File: src/rtl/dac_switch_sequencer_pkg.sv
// Shared types and helpers for the DAC reconfiguration sequencer.
package dac_switch_sequencer_pkg;

    typedef enum logic [2:0] {
        S_IDLE     = 3'd0,
        S_DEBOUNCE = 3'd1,
        S_MUTE     = 3'd2,
        S_RESET    = 3'd3,
        S_APPLY    = 3'd4,
        S_SETTLE   = 3'd5
    } seq_state_t;

    typedef struct packed {
        logic [1:0] f;
        logic       fs48;
        logic       dsd_n;
        logic [1:0] mode;
        logic       nos;
        logic       rsvd;
    } snos_cfg_t;

    localparam int SNOS_CFG_W = $bits(snos_cfg_t);

    // Terminal count for a wait of w cycles; 0 and 1 both give a single-cycle state.
    function automatic int wait_lim(input int w);
        return (w <= 1) ? 0 : w - 1;
    endfunction

endpackage

File: src/rtl/dac_switch_sequencer_sync.sv
// Two-flop synchronizer for a bundle of asynchronous inputs.
module sync_2ff #(
    parameter int W = 1
) (
    input  logic         clk,
    input  logic         resetn,
    input  logic [W-1:0] d,
    output logic [W-1:0] q
);

    logic [W-1:0] meta;

    always_ff @(posedge clk or negedge resetn) begin
        if (!resetn) begin
            meta <= '0;
            q    <= '0;
        end else begin
            meta <= d;
            q    <= meta;
        end
    end

endmodule

File: src/rtl/dac_switch_sequencer.sv
// Click-free DAC reconfiguration: mute, reset, apply config, settle, unmute on every
// stable change of the MCU format pins or on an MCU reset request.
module dac_switch_sequencer
    import dac_switch_sequencer_pkg::*;
#(
    parameter int CFG_W       = SNOS_CFG_W,
    parameter int DEBOUNCE    = 64,
    parameter int MUTE_WAIT   = 4096,
    parameter int RESET_WIDTH = 1024,
    parameter int SETTLE_WAIT = 8192,
    parameter int CNT_W       = 16
) (
    input  logic             clk,
    input  logic             resetn,
    input  logic [CFG_W-1:0] cfg_in,
    input  logic             mcu_mute,
    input  logic             mcu_dac_reset,
    output logic [CFG_W-1:0] cfg_out,
    output logic             mute_out,
    output logic             dac_reset_out,
    output logic             busy,
    output logic [2:0]       state
);

    localparam int SYNC_W = CFG_W + 2;
    localparam int STAB_W = $clog2(DEBOUNCE + 2);

    localparam logic [CNT_W-1:0]  DEB_LIM  = CNT_W'(wait_lim(DEBOUNCE));
    localparam logic [CNT_W-1:0]  MUTE_LIM = CNT_W'(wait_lim(MUTE_WAIT));
    localparam logic [CNT_W-1:0]  RST_LIM  = CNT_W'(wait_lim(RESET_WIDTH));
    localparam logic [CNT_W-1:0]  SET_LIM  = CNT_W'(wait_lim(SETTLE_WAIT));
    localparam logic [CNT_W-1:0]  CNT_MAX  = '1;
    localparam logic [STAB_W-1:0] STAB_LIM = STAB_W'(wait_lim(DEBOUNCE));
    localparam logic [STAB_W-1:0] STAB_MAX = '1;

    logic [SYNC_W-1:0] sync_q;
    logic [CFG_W-1:0]  cfg_s;
    logic              mute_s;
    logic              rst_s;

    sync_2ff #(.W(SYNC_W)) u_sync (
        .clk    (clk),
        .resetn (resetn),
        .d      ({cfg_in, mcu_mute, mcu_dac_reset}),
        .q      (sync_q)
    );

    assign cfg_s  = sync_q[SYNC_W-1:2];
    assign mute_s = sync_q[1];
    assign rst_s  = sync_q[0];

    seq_state_t        st, st_nx;
    logic [CNT_W-1:0]  cnt;
    logic [CFG_W-1:0]  cand;
    logic [CFG_W-1:0]  pend;
    logic [STAB_W-1:0] stab;
    logic              use_sync;
    logic              deb_restart;
    logic              cand_load;
    logic              mute_d;
    logic              dac_d;
    logic              stable;
    logic [CFG_W-1:0]  apply_val;

    // State register
    always_ff @(posedge clk or negedge resetn) begin
        if (!resetn) st <= S_RESET;
        else         st <= st_nx;
    end

    // Next-state logic
    always_comb begin
        st_nx       = st;
        deb_restart = 1'b0;
        case (st)
            S_IDLE: begin
                if (cfg_s != cfg_out) st_nx = S_DEBOUNCE;
                else if (rst_s)       st_nx = S_MUTE;
            end
            S_DEBOUNCE: begin
                if (cfg_s == cfg_out)     st_nx = S_IDLE;
                else if (cfg_s != cand)   deb_restart = 1'b1;
                else if (cnt >= DEB_LIM)  st_nx = S_MUTE;
            end
            S_MUTE:   if (cnt >= MUTE_LIM) st_nx = S_RESET;
            S_RESET:  if (cnt >= RST_LIM && !rst_s) st_nx = S_APPLY;
            S_APPLY:  st_nx = S_SETTLE;
            S_SETTLE: begin
                if (cnt >= SET_LIM) st_nx = (cfg_s != cfg_out) ? S_DEBOUNCE : S_IDLE;
            end
            default:  st_nx = S_RESET;
        endcase
        cand_load = (st_nx == S_DEBOUNCE) && ((st_nx != st) || deb_restart);
    end

    // Output / datapath next values
    always_comb begin
        busy  = (st != S_IDLE);
        state = st;
        dac_d = (st_nx == S_RESET);
        case (st_nx)
            S_IDLE:     mute_d = mute_s;
            S_DEBOUNCE: mute_d = mute_out | mute_s;
            default:    mute_d = 1'b1;
        endcase
        // A change that arrived mid-sequence wins only once it has been stable long enough.
        stable    = (cfg_s == pend) && (stab >= STAB_LIM);
        apply_val = use_sync ? cfg_s : (stable ? pend : cand);
    end

    always_ff @(posedge clk or negedge resetn) begin
        if (!resetn) begin
            cnt           <= '0;
            cand          <= '0;
            pend          <= '0;
            stab          <= '0;
            cfg_out       <= '0;
            mute_out      <= 1'b1;
            dac_reset_out <= 1'b1;
            use_sync      <= 1'b1;
        end else begin
            if ((st_nx != st) || deb_restart) cnt <= '0;
            else if (cnt != CNT_MAX)          cnt <= cnt + CNT_W'(1);

            if (cand_load) cand <= cfg_s;

            if (cfg_s != pend) begin
                pend <= cfg_s;
                stab <= '0;
            end else if (stab != STAB_MAX) begin
                stab <= stab + STAB_W'(1);
            end

            if (st == S_APPLY) cfg_out <= apply_val;

            mute_out      <= mute_d;
            dac_reset_out <= dac_d;

            if (st == S_IDLE && st_nx == S_MUTE)             use_sync <= 1'b1;
            else if (st_nx == S_DEBOUNCE || st == S_APPLY)   use_sync <= 1'b0;
        end
    end

endmodule

File: config.mk
export PLATFORM = sky130hd
export DESIGN_NAME = dac_switch_sequencer
export DESIGN_NICKNAME = d
export VERILOG_FILES = /design/src/rtl/dac_switch_sequencer_pkg.sv /design/src/rtl/dac_switch_sequencer_sync.sv /design/src/rtl/dac_switch_sequencer.sv
export SDC_FILE = /design/constraint.sdc
export NUM_CORES = 1
export LEC_CHECK = 0
export ABC_AREA = 1
export BUFFER_PORTS_ARGS = -buffer_cell sky130_fd_sc_hd__buf_2
export CORE_AREA = 2 2 76 92
export CTS_BUF_LIST = sky130_fd_sc_hd__clkbuf_4
export DETAILED_ROUTE_END_ITERATION = 8
export DIE_AREA = 0 0 78 94
export PLACE_DENSITY_LB_ADDON = 0.3
export SKIP_CTS_REPAIR_TIMING = 1
export SLEW_MARGIN = 25
export SYNTH_ARGS = -nofsm -noshare
export SYNTH_HDL_FRONTEND = slang
export SYNTH_SLANG_ARGS = --single-unit
File: constraint.sdc
create_clock -name clk -period 2.5 [get_ports clk]
set_input_delay 0 -clock clk [delete_from_list [all_inputs] [get_ports clk]]
set_output_delay 0 -clock clk [all_outputs]
set_load 0.01 [all_outputs]
=== Word level (Yosys, flattened, before mapping) ===
Cells that the tools add are included.

* Muxes and demuxes: 22
* Divide/modulo/power cells: 0
* Reductions and logical operators: 13
* Add/sub/neg operators: 2
* Order comparisons: 5
* Equal/unequal tests: 16
* Shift operators: 0
* $mul: 0
* Bitwise logic cells: 1

{| class="wikitable"
|+ Operators by type and width
! operator !! number
|-
| $mux W16 || 2
|-
| $mux W3 || 8
|-
| $ne A8 B8 Y1 || 3
|-
| $pmux W3 S6 || 1
|-
| $add A16 B1 Y16 const B || 1
|-
| $eq A8 B8 Y1 || 2
|-
| $ge A16 B10 Y1 const B || 1
|-
| $ge A16 B12 Y1 const B || 1
|-
| $ge A16 B13 Y1 const B || 1
|-
| $ge A16 B6 Y1 const B || 1
|-
| $mux W8 || 2
|-
| $ne A16 B16 Y1 const B || 1
|-
| $mux W7 || 2
|-
| $eq A3 B2 Y1 const B || 4
|-
| $add A7 B1 Y7 const B || 1
|-
| $ge A7 B6 Y1 const B || 1
|-
| $ne A7 B7 Y1 const B || 1
|-
| $eq A3 B1 Y1 const B || 2
|-
| $eq A3 B3 Y1 const B || 2
|-
| $logic_not A3 Y1 || 2
|-
| $mux W1 || 6
|-
| $reduce_bool A2 Y1 || 3
|-
| $logic_and A1 B1 Y1 || 4
|-
| $ne A3 B3 Y1 || 1
|-
| other kinds (5) || 6
|}

* Bits in writable memories: 0
* Bits in latches: 0
* Memories kept: 0
* Output and inout bits: 14
* ROM bits: 0
* Flip-flop bits (word level): 73

=== Depth between registers and ports, before layout ===
* Depth after elaboration: 9
* Mapped depth: 17
* Depth with buffers taken out: 17

=== Modules after synthesis ===
From an unflattened synthesis, not the netlist that was laid out.

* Cells, all modules: 452
* Area total of the unflattened synthesis: 3638.5 µm²

{| class="wikitable"
|+ By module, submodules not included
! module !! times used !! cells an instance !! area an instance (µm²) !! sequential area each (µm²)
|-
| dac_switch_sequencer || 1 || 432 || 3138.0 || 1332.5
|-
| sync_2ff || 1 || 20 || 500.5 || 500.5
|}

=== Least setup slack after synthesis ===
No wires, ideal clock.

* Path type: reg2reg
* Start point: register cnt[0]
* End point: register cand[2]
* Cell stages (with the launch flop): 15
* Arrival time: 1.775 ns
* Setup time: 0.117 ns
* Required time: 2.383 ns
* Slack: 0.608 ns
* Path through: dfrtp_1 > ha_1 > nand2_1 > nor2_1 > nand2_1 > nor2_4 > nand3_2 > nand2_1 > inv_1 > nor2_2 > nand3_1 > nor2_4 > nand2_2 > nand2_1 > nand2_1

* Cells in the longest elaborated chain, start to end: 8

{| class="wikitable"
|+ Ends and longest elaborated chain
! item !! line !! RTL
|-
| start, declared || dac_switch_sequencer.sv:53 || <nowiki>logic [CNT_W-1:0] cnt;</nowiki>
|-
| start signal, assigned || dac_switch_sequencer.sv:123 || <nowiki>else if (cnt != CNT_MAX) cnt <= cnt + CNT_W'(1);</nowiki>
|-
| $ge A16 B6 Y1 || dac_switch_sequencer.sv:83 || <nowiki>else if (cnt >= DEB_LIM) st_nx = S_MUTE;</nowiki>
|-
| $mux W3 || dac_switch_sequencer.sv:83 ||
|-
| $mux W3 || dac_switch_sequencer.sv:82 || <nowiki>else if (cfg_s != cand) deb_restart = 1'b1;</nowiki>
|-
| $mux W3 || dac_switch_sequencer.sv:81 || <nowiki>if (cfg_s == cfg_out) st_nx = S_IDLE;</nowiki>
|-
| $pmux W3 S6 * || dac_switch_sequencer.sv:75 || <nowiki>case (st)</nowiki>
|-
| $ne A3 B3 Y1 || dac_switch_sequencer.sv:93 || <nowiki>cand_load = (st_nx == S_DEBOUNCE) && ((st_nx != st) || deb_restart);</nowiki>
|-
| $logic_or A1 B1 Y1 || dac_switch_sequencer.sv:93 ||
|-
| $logic_and A1 B1 Y1 * || dac_switch_sequencer.sv:93 ||
|-
| end signal, assigned || dac_switch_sequencer.sv:125 || <nowiki>if (cand_load) cand <= cfg_s;</nowiki>
|-
| end, declared || dac_switch_sequencer.sv:54 || <nowiki>logic [CFG_W-1:0] cand;</nowiki>
|}

Every way passes the cells marked *; elsewhere a longest branch is shown, timed or not.
A chain may end at the register's enable or synchronous reset.

=== Final worst setup path ===
* Start point: register cnt[0]
* End point: register cnt[9]

* Cells in the longest elaborated chain, start to end: 8

{| class="wikitable"
|+ Ends and longest elaborated chain
! item !! line !! RTL
|-
| $ge A16 B6 Y1 || dac_switch_sequencer.sv:83 ||
|-
| $mux W3 || dac_switch_sequencer.sv:83 ||
|-
| $mux W3 || dac_switch_sequencer.sv:82 ||
|-
| $mux W3 || dac_switch_sequencer.sv:81 ||
|-
| $pmux W3 S6 * || dac_switch_sequencer.sv:75 ||
|-
| net st_nx[0] || dac_switch_sequencer.sv:52 || <nowiki>seq_state_t st, st_nx;</nowiki>
|-
| $ne A3 B3 Y1 * || dac_switch_sequencer.sv:122 || <nowiki>if ((st_nx != st) || deb_restart) cnt <= '0;</nowiki>
|-
| $logic_or A1 B1 Y1 * || dac_switch_sequencer.sv:122 ||
|-
| $mux W16 or $reduce_bool A2 Y1 (tied branches) || - ||
|}

The timed path passes the listed nets; every way through them passes the cells marked *. The select of a mux whose other input is x is not followed.

==> results.md <==
- Outcome: finished, final reports clean
- Fmax: approximately 450 MHz
- CP Data Arrival Time: ~2.6 ns
- Setup violators final: 0
- RSZ-0062 raised after global routing: false
- Sum of negative setup slack: 0 ns
- Combinational family with the most area after synthesis: simple AND/OR/NAND/NOR gates
- Post-synthesis adder-cell area fraction: 0.00681
- Vias: 3,028
- # port buffers: 25
- Reg-to-reg startpoint: cnt[0]
- Dpl hpwl: about 5.4 mm
- Largest net degree at the start of global routing: between 70 and 80
- Final Wtd Congestion: 0.970
- CTS buffer count: 9
- Final Skew: around 0.012 ns
- Core Util, Final: 0.635
- Initial core utilization: 0.574
- Maximum vdd ir drop: just under 0.0004 V
- Synthesis Warnings: 0
- Synth Area in Simple Gates: 0.305
- Clock Latency Late Sink: around 0.42 ns
- CP Capture Type: flip-flop
- GR Overflow Total: 0
- Hold Crit Start: cfg_in[2]
- Cell Area, Synth: ~3700 µm²
- H-tree levels: 3
- Worst-path clk slew: about 0.12 ns
- Top cells by area, synth: dfrtp_1 46%, nand2_1 13%, inv_1 5.7%
- CTS tree: built
- Synthesized area per cell: roughly 8.0 µm²
- Post-synthesis cell count: between 400 and 500
- Hold Fails Final Rpt: 0
- DR vias/cell: ~5.2
- Drt total wl: approximately 7.3 mm
- CP Class: flip-flop to flip-flop
- Placed Cells incl. Taps: approximately 550
- Fin crit share: 0.896
- Standard-cell rows: 32
- Post-route minimum period: around 2.2 ns
- Root Driver: clkbuf_4
- Slew HR: 0.404
- LEAKAGE: 1.99 nW
- Worst Setup Start Kind: flip-flop
- Crit path max fanout: 15
- Worst hold path class: input port to flip-flop
- Yosys reg bits: 73
- Number of remaining DRC errors: 0
- Mapped Nets: between 400 and 500
- Worst Setup SP: cnt[0]
- ANT cells: 0
- Final ANT Viol Nets: 0
- XOR/XNOR share of the synthesized area: 0.0381
- Die Y: roughly 94 µm
- Cell Pwr Density: 775 nW/µm²
- Cell variety after synth: 35
- Initial antenna violation count: 0
- Core footprint: 6410 µm²
- Cell type with the largest total area after synthesis: dfrtp_1
- Final Max Slew Viols: 0
- Worst hold slack: approximately 0.21 ns
- Commonest non-fill, non-tap cell in the layout: nand2_1
- R2R Setup Slk: approximately 0.26 ns
- First-pass GRT wire length: around 13 mm
- Sequential share of the synthesized area: 0.499
- Commonest non-fill, non-tap cells in the layout: 128 x nand2_1, 68 x dfrtp_1, 56 x inv_1
- Compound-cell area share of the yosys netlist: 0.0650
- Critical path required time: about 2.8 ns
- Number of top-level pins: 26
- Layout cell share with drive strength beyond 1: 0.155
- Die area: 7330 µm²
- WL/cell: roughly 13 µm
- Vias in the first global route: a little under 3,000
- Yosys top cell area share: 0.463
- Final cell count without fillers: between 500 and 600
- Die W: a little under 80 µm
- Nets@finish: slightly above 500
- Tot GR Track Use: 0.221
- 1st-iter DRT viols: between 150 and 200
- Area Overhead vs Synth: 10.7%
- Max_cap viols: 0
- Mux cell area share after synthesis: 0
- Worst slew pin tran: about 0.9 ns
- CTS sink count: 73
- Overall power: around 3.2 mW
- Initial DRT Pass Iterations: 4
- CTS Buffer Depth: 2
## power breakdown
part           internal, mW  switching [mW]
clock                 0.232           0.402
sequential             1.35           0.130
combinational         0.384           0.660
## worst max-delay path: stages (launching register included)
cell and delay (ns):
dfrtp_1 0.40, ha_1 0.22, nand2_1 0.07, nor2_1 0.13, nand2_1 0.13, nor2_4 0.12, nand3_2 0.08, nand2_1 0.09
nand2_1 0.07, a21oi_2 0.15, nand2_2 0.11, nand2_2 0.07, nand2_2 0.06, nand2_4 0.11, buf_4 0.25, nor2_1 0.08
## cells by family (layout without fill, tap and decap cells)
family	Yosys count	after routing
compound gates	41	41
xor+xnor	16	16
fa+ha+maj	2	2
buf+inv	75	115
flops	73	73
simple gates	250	250
## registers in the layout (all words and copies together), names as in the netlist
signal         cells
cnt               16
u_sync.meta       10
u_sync.q          10
cand               8
cfg_out            8
pend               8
stab               7
state              3
dac_reset_out      1
mute_out           1
use_sync           1
## path summary, 6_finish.rpt
path,to,cells past startpoint
setup / recovery,cnt[9],15
hold / removal,u_sync.meta[4],2
setup reg to reg,cnt[9],15
hold reg to reg,u_sync.q[0],0
max in group asynchronous,u_sync.meta[5],2
min in group asynchronous,stab[2],2
## metal layers
metal	global-route usage	vias up	wire, µm
li1	-	1511	-
met2	0.392	69	3810
met1	0.257	1432	3070
met3	0.0519	16	276
met4	0.0906	0	145
met5	0	-	0
## synthesized netlist by cell type
cell type,n
nor2_2,6
nand2_2,6
nand2_1,128
nor4_1,2
a211o_1,1
buf_12,1
nand2_4,1
nor2_1,42
and3_1,1
xnor2_1,9
nand3_2,1
xor2_1,7
a21oi_1,9
a211oi_1,2
nor4_2,1
a31oi_1,1
dfstp_2,5
o21ai_0,21
dfrtp_1,68
nand4_1,5
nand3_1,34
buf_6,1
nor3_2,5
nor2_4,2
inv_2,2
clkbuf_1,9
inv_1,56
nor3_1,15
o41ai_2,1
and2_1,1
a21oi_2,2
buf_2,4
ha_1,2
o22ai_1,4
buf_4,2
## cell type report
cell class	instances	area [µm²]
Fill cell	564	2340
Sequential cell	73	1830
Multi-Input combinational cell	309	1530
Timing Repair Buffer	41	275
Inverter	58	218
Tap cell	85	106
Clock buffer	12	90.1
Clock inverter	4	21.3
## per-stage QoR
step / area (µm²) / worst slack [ns]
final: 4070 / 0.260
after CTS: 3950 / 0.236
after floorplan: 3680 / 0.608
after global placement: 3840 / 0.378
after detailed placement: 3840 / 0.276
after global routing: 4070 / 0.00662
(Power assumes the default switching activity.)
